## config.mk

```make
export PLATFORM = sky130hd
export DESIGN_NAME = axis_unit_adder_flat
export DESIGN_NICKNAME = d
export VERILOG_FILES = /design/src/rtl/axis_unit_adder_if.sv /design/src/rtl/axis_unit_adder.sv /design/src/flat_wrapper.sv
export SDC_FILE = /design/constraint.sdc
export NUM_CORES = 1
export LEC_CHECK = 0
export BUFFER_PORTS_ARGS = -buffer_cell sky130_fd_sc_hd__buf_2
export CELL_PAD_IN_SITES_DETAIL_PLACEMENT = 0
export CELL_PAD_IN_SITES_GLOBAL_PLACEMENT = 1
export CORE_MARGIN = 3
export CORE_UTILIZATION = 35
export DETAILED_ROUTE_END_ITERATION = 7
export HOLD_SLACK_MARGIN = 0.02
export PLACE_DENSITY = 0.7
export SETUP_SLACK_MARGIN = 0.1
export SKIP_LAST_GASP = 1
export SYNTH_ARGS = -nofsm -noshare
export SYNTH_HDL_FRONTEND = slang
export SYNTH_SLANG_ARGS = --single-unit
```

## constraint.sdc

```tcl
create_clock -name clk -period 2.3 [get_ports clk]
set_clock_uncertainty 0.2 [all_clocks]
set_input_delay 0.575 -clock clk [delete_from_list [all_inputs] [get_ports clk]]
set_output_delay 0.575 -clock clk [all_outputs]
set_load 0.02 [all_outputs]
```

## src/rtl/axis_unit_adder_if.sv

```systemverilog
// Single AXI-Stream channel bundle (tdata/tvalid/tready), width set per instance.
// A transfer happens on a rising edge where tvalid and tready are both 1;
// the master holds tdata stable and never drops tvalid until that transfer.
interface axis_unit_adder_if #(
    parameter int W = 8
) ();
    logic [W-1:0] tdata;
    logic         tvalid;
    logic         tready;

    modport master (output tdata, output tvalid, input tready);
    modport slave  (input tdata, input tvalid, output tready);
endinterface

```

## src/rtl/axis_unit_adder.sv

```systemverilog
// Two-stream AXI-Stream adder: each operand channel has a 1-deep holding register,
// and a full-precision sum is issued into a backpressure-safe output register.
module axis_unit_adder #(
    parameter int DATA_W = 8,
    parameter int SIGNED = 0,
    parameter int CNT_W  = 16
) (
    input  logic              clk,
    input  logic              arst_n,
    axis_unit_adder_if.slave  s_a,
    axis_unit_adder_if.slave  s_b,
    axis_unit_adder_if.master m_result,
    output logic [CNT_W-1:0]  result_count
);

    logic              a_full;
    logic              b_full;
    logic [DATA_W-1:0] a_reg;
    logic [DATA_W-1:0] b_reg;
    logic              m_valid;
    logic [DATA_W:0]   m_data;

    logic              join_fire;
    logic              a_hs;
    logic              b_hs;
    logic              m_hs;
    logic [DATA_W:0]   a_ext;
    logic [DATA_W:0]   b_ext;

    // A pair moves to the output when both operands are held and the output
    // register is empty or being drained this cycle.
    assign join_fire = a_full & b_full & (!m_valid | m_result.tready);

    // A holding register can take new data in the same cycle it is consumed,
    // which keeps sustained throughput at one result per cycle.
    assign s_a.tready = !a_full | join_fire;
    assign s_b.tready = !b_full | join_fire;

    assign a_hs = s_a.tvalid & s_a.tready;
    assign b_hs = s_b.tvalid & s_b.tready;
    assign m_hs = m_valid & m_result.tready;

    assign a_ext = {((SIGNED != 0) ? a_reg[DATA_W-1] : 1'b0), a_reg};
    assign b_ext = {((SIGNED != 0) ? b_reg[DATA_W-1] : 1'b0), b_reg};

    assign m_result.tvalid = m_valid;
    assign m_result.tdata  = m_data;

    always_ff @(posedge clk or negedge arst_n) begin
        if (!arst_n) begin
            a_full <= 1'b0;
            a_reg  <= '0;
        end else if (a_hs) begin
            a_full <= 1'b1;
            a_reg  <= s_a.tdata;
        end else if (join_fire) begin
            a_full <= 1'b0;
        end
    end

    always_ff @(posedge clk or negedge arst_n) begin
        if (!arst_n) begin
            b_full <= 1'b0;
            b_reg  <= '0;
        end else if (b_hs) begin
            b_full <= 1'b1;
            b_reg  <= s_b.tdata;
        end else if (join_fire) begin
            b_full <= 1'b0;
        end
    end

    // Output register: data only changes on a join, so it is stable while stalled.
    always_ff @(posedge clk or negedge arst_n) begin
        if (!arst_n) begin
            m_valid <= 1'b0;
            m_data  <= '0;
        end else if (join_fire) begin
            m_valid <= 1'b1;
            m_data  <= a_ext + b_ext;
        end else if (m_hs) begin
            m_valid <= 1'b0;
        end
    end

    always_ff @(posedge clk or negedge arst_n) begin
        if (!arst_n) begin
            result_count <= '0;
        end else if (m_hs) begin
            result_count <= result_count + CNT_W'(1);
        end
    end

endmodule

```

## src/flat_wrapper.sv

```systemverilog
// flat-port wrapper written by rule: the top's interface ports become plain ports
module axis_unit_adder_flat 
#(
    parameter int DATA_W = 8,
    parameter int SIGNED = 0,
    parameter int CNT_W  = 16
)
  (clk, arst_n, result_count, s_a_tdata, s_a_tvalid, s_a_tready, s_b_tdata, s_b_tvalid, s_b_tready, m_result_tdata, m_result_tvalid, m_result_tready);
  axis_unit_adder_if #(.W((8))) s_a_i ();
  axis_unit_adder_if #(.W((8))) s_b_i ();
  axis_unit_adder_if #(.W((8)+1)) m_result_i ();
  input  logic clk;
  input  logic arst_n;
  output logic [CNT_W-1:0] result_count;
  input wire logic [$bits(s_a_i.tdata)-1:0] s_a_tdata;
  input wire logic [$bits(s_a_i.tvalid)-1:0] s_a_tvalid;
  output wire logic [$bits(s_a_i.tready)-1:0] s_a_tready;
  input wire logic [$bits(s_b_i.tdata)-1:0] s_b_tdata;
  input wire logic [$bits(s_b_i.tvalid)-1:0] s_b_tvalid;
  output wire logic [$bits(s_b_i.tready)-1:0] s_b_tready;
  output wire logic [$bits(m_result_i.tdata)-1:0] m_result_tdata;
  output wire logic [$bits(m_result_i.tvalid)-1:0] m_result_tvalid;
  input wire logic [$bits(m_result_i.tready)-1:0] m_result_tready;
  assign s_a_i.tdata = s_a_tdata;
  assign s_a_i.tvalid = s_a_tvalid;
  assign s_a_tready = s_a_i.tready;
  assign s_b_i.tdata = s_b_tdata;
  assign s_b_i.tvalid = s_b_tvalid;
  assign s_b_tready = s_b_i.tready;
  assign m_result_tdata = m_result_i.tdata;
  assign m_result_tvalid = m_result_i.tvalid;
  assign m_result_i.tready = m_result_tready;
  axis_unit_adder #(.DATA_W(DATA_W), .SIGNED(SIGNED), .CNT_W(CNT_W)) u_core (.clk(clk), .arst_n(arst_n), .s_a(s_a_i), .s_b(s_b_i), .m_result(m_result_i), .result_count(result_count));
endmodule
```

==> run summary <==
The run finished with clean final reports. The end point of the critical path is s_b_tready. In this run the power density over the cells is 1220 nW/um^2. The placer's final routability congestion estimate came out at 0.763. For this run, design rule violations remaining after detail routing come to 0. Setup repair after global routing left no endpoint under its margin. The count of inserted antenna diode cells came out at 0.

The worst-case IR drop observed on VDD is 0.480 mV. The tools report the category of the worst setup path capture point as an output pin. TritonCTS built the clock tree. The highest clock frequency the design can meet is 483 MHz. The worst setup path is launched from a flip-flop. Via count of the first global-routing pass: 1,498. The number of antenna violations at the first check in global routing is 0, and the flip-flop count of the largest register after layout is 16. Area taken by multi-input logic gates: 972 sq um. From left edge to right edge, the die measures 83.6 um. The post-cts hold buffer count was 0.

For the pin with the worst max-slew slack, the measured transition is 481 ps. The area growth from synthesis to layout is 21.4%. The first routing iteration left 73 violations.

The critical-path cell with the highest stage delay was dfrtp_1. The launching point of the worst reg2reg path was u_core.a_reg[0]$_DFFE_PN0P_. The net count after synthesis came out at 210. The run gives 1100 sq um as the area used by sequential logic in the layout. Traced cell by cell, the critical path runs through nand2_1, o21ai_2, buf_2. The fraction of layout cells with a size suffix above 1 is 34.3%. The number of buffers inserted during clock tree synthesis is 5. The worst hold path belongs to the class primary input to async pin. The H-tree was split into 2 levels.

In this run the worst setup path begins at u_core.b_full$_DFFE_PN0P_. Portion of total power attributed to the clock network: 15.9%. The floorplan step defined a core boundary enclosing 5680 sq um.

Summing internal, switching and leakage power gives 3.12 mW. The tools report the first-pass GRT wire length as 7400 um. The total of warnings raised by yosys was 0; the count of vias placed by the detailed router was 1,471. Global routing finished with a remaining overflow of 0. Worst path required time: 1520 ps.

The tool flagged a number of max-cap violations equal to 0. The synthesized netlist contains 38 unique library cells. Detailed-route wire length: 4150 um.

Yosys mapped a number of flops with a built-in enable equal to 0. Counting cells, the worst reg-to-reg path comes to 7. Combinational logic is responsible for 45.0% of the overall power. The die covers 6990 sq um.

After clock tree synthesis, the clock-pin slew on the worst setup and hold paths is 80 ps. After technology mapping, the gate count stands at 179. For the relative slew slack, the log shows 67.9%.

The setup path with the least slack is of type flip-flop to output pin. Internal power summed over all cells: 1.90 mW. The remaining antenna violation count was 0; the async set-reset flop share out of synthesis was 100%. The final routed wire length divided by cell count works out to 13.5 um. For this design the total switching power over the nets is 1.22 mW.

The effective utilization at floorplan is 37.1%, and the count of endpoints failing hold in the final timing report is 0. The initialized floorplan defines 27 standard-cell rows. The delay of the slowest critical-path stage was 370 ps; the insertion delay of the later-clocked pin in the worst-skew pair was 290 ps. The count of pins over their slew limit is 0. Sequential cells were found to cover 52.2% of the synthesized design area.

The logs give 3290 um for the half-perimeter wire length after placement and 2 for the number of buffers on the longest clock path. After synthesis, the mean cell area works out to 11.8 sq um. The number of setup violations in the final report is 0. Summed over all cells, the static leakage comes to 1.22 nW. The overall die height was 83.6 um. The mapped netlist covers 2110 sq um.

The largest net degree at the start of global routing was 26; the sum of negative setup slack was 0 ps. The setup slack of the worst register-to-register path was 310 ps; the all-layer global routing usage was 13.1%. For the number of inserted filler cells in the final layout, the log shows 538. Shortest clock period the worst path allows after layout: 2070 ps. The number of I/O port buffers is 48, and the final period utilization is 90.1%.

The number of nets in the layout came out at 266. Most common flop cell mapped by yosys: dfrtp_1. The run gives 39.1% as the share of total power in sequential cells. Net switching is 39.1% of the power. In this run the count of I/O pins placed on the die edge is 49.

The number of synthesized register bits is 44. The clock net in this run drives a total of 44 sinks. Data on the critical path arrives at its endpoint at 1300 ps. The register with the highest flop count is u_core.result_count. Reg-to-reg critical path endpoint: u_core.m_result.tdata[6]$_DFFE_PN0P_. Before antenna repair, the detailed router went through 4 iterations.

The root cell of the clock tree is clkbuf_8. Of all nets on the critical path, the largest fanout is 10. The tools report the number of buffers inserted by post-CTS setup repair as 0. Using the TritonRoute via totals, the vias-per-cell ratio works out to 4.78.
metal layers:
layer | global-route usage (%) | share of wire (%) | up-vias
li1 | - | - | 754
met1 | 18.6 | 49 | 689
met2 | 19.0 | 45 | 24
met3 | 3.46 | 4.3 | 4
met4 | 4.82 | 1.7 | 0
met5 | 0 | 0 | -
kinds of logic (layout without fill, tap and decap cells):
family                   after synthesis  after routing  synth area share [%]
AO/OA/AOI/OAI                         25             25                  8.25
flip-flops                            44             44                  52.2
XOR/XNOR                              17             17                  7.06
multiplexers                          18             18                  9.55
buffers and inverters                  8             65                  1.78
adder cells (fa/ha/maj)               10             10                  6.29
AND/OR/NAND/NOR                       57             57                  14.8
placed cells by master (no fill, tap or decap), types with 5 or more instances in the layout:
cell type	instances
xnor2_1	11
xor2_1	6
o21ai_0	5
inv_1	5
nand2_1	14
nand3_1	12
dfrtp_1	44
clkbuf_8	6
ha_1	9
nor2_1	7
nand2b_1	5
mux2_2	17
buf_2	48
per-stage QoR:
stage	cells	hold WS [ps]	worst slack (ps)	cell area (sq um)	utilization, %
floorplan	179	79.4	381	2110	-
CTS	308	35.1	159	2560	45.0
global route	308	53.7	112	2560	45.1
global placement	300	256	195	2460	43.4
detailed placement	300	262	167	2460	43.4
finish	308	27.9	228	2560	45.1
cell type report:
class | instances | share of cell area (%)
sequential | 44 | 43.0
multi-input combinational | 127 | 38.0
timing repair buffer | 52 | 11.1
tap | 72 | 3.52
clock buffer | 7 | 3.37
inverter | 5 | 0.733
clock inverter | 1 | 0.293
timing repair:
action	in CTS	in global routing
endpoints found under the setup margin	0	2
endpoints found under the hold margin	0	0
gates resized for setup	0	1
worst min-delay path by stage:
stage	cells after the start	from	slack, ps	end
floorplan	0	arst_n	80	u_core.a_full$_DFFE_PN0P_
global placement	1	u_core.result_count[15]$_DFFE_PN0P_	260	u_core.result_count[15]$_DFFE_PN0P_
detailed placement	1	u_core.result_count[15]$_DFFE_PN0P_	260	u_core.result_count[15]$_DFFE_PN0P_
CTS	1	arst_n	40	u_core.result_count[4]$_DFFE_PN0P_
global route	1	arst_n	50	u_core.result_count[4]$_DFFE_PN0P_
finish	1	arst_n	30	u_core.result_count[4]$_DFFE_PN0P_
cells in the mapped netlist (2+ instances only):
library cell / instances / area [sq um]
a21oi_1: 4 / 20.0
nand4_1: 2 / 12.5
nand2b_1: 5 / 31.3
ha_1: 9 / 113
nand4b_1: 2 / 17.5
o22ai_1: 2 / 12.5
o21ai_2: 2 / 17.5
nor3_1: 2 / 10.0
a21o_1: 2 / 15.0
o21a_1: 3 / 22.5
nor4b_1: 3 / 26.3
mux2_2: 17 / 191
and3_1: 2 / 12.5
clkbuf_1: 2 / 7.51
inv_1: 5 / 18.8
a211oi_1: 2 / 15.0
nand2_1: 14 / 52.6
nor2_1: 7 / 26.3
nand3_1: 12 / 60.1
nor2b_1: 2 / 12.5
xnor2_1: 11 / 96.3
xor2_1: 6 / 52.6
o21ai_0: 5 / 25.0
dfrtp_1: 44 / 1100
critical path: cells and delay by family (launching register included):
family / cells / cell delay, ps
DFF: 1 / 370
and+or+nand+nor: 1 / 220
AOI/OAI and AO/OA: 1 / 220
buffers and inverters: 1 / 200
power by group through the flow:
stage / registers, mW / logic, mW / clock network, mW
floorplan: 1.37 / 0.869 / 0
global placement: 1.23 / 1.41 / 0
detailed placement: 1.24 / 1.42 / 0
CTS: 1.23 / 1.43 / 0.521
global route: 1.26 / 1.59 / 0.558
finish: 1.22 / 1.40 / 0.495
(Power assumes the default switching activity.)
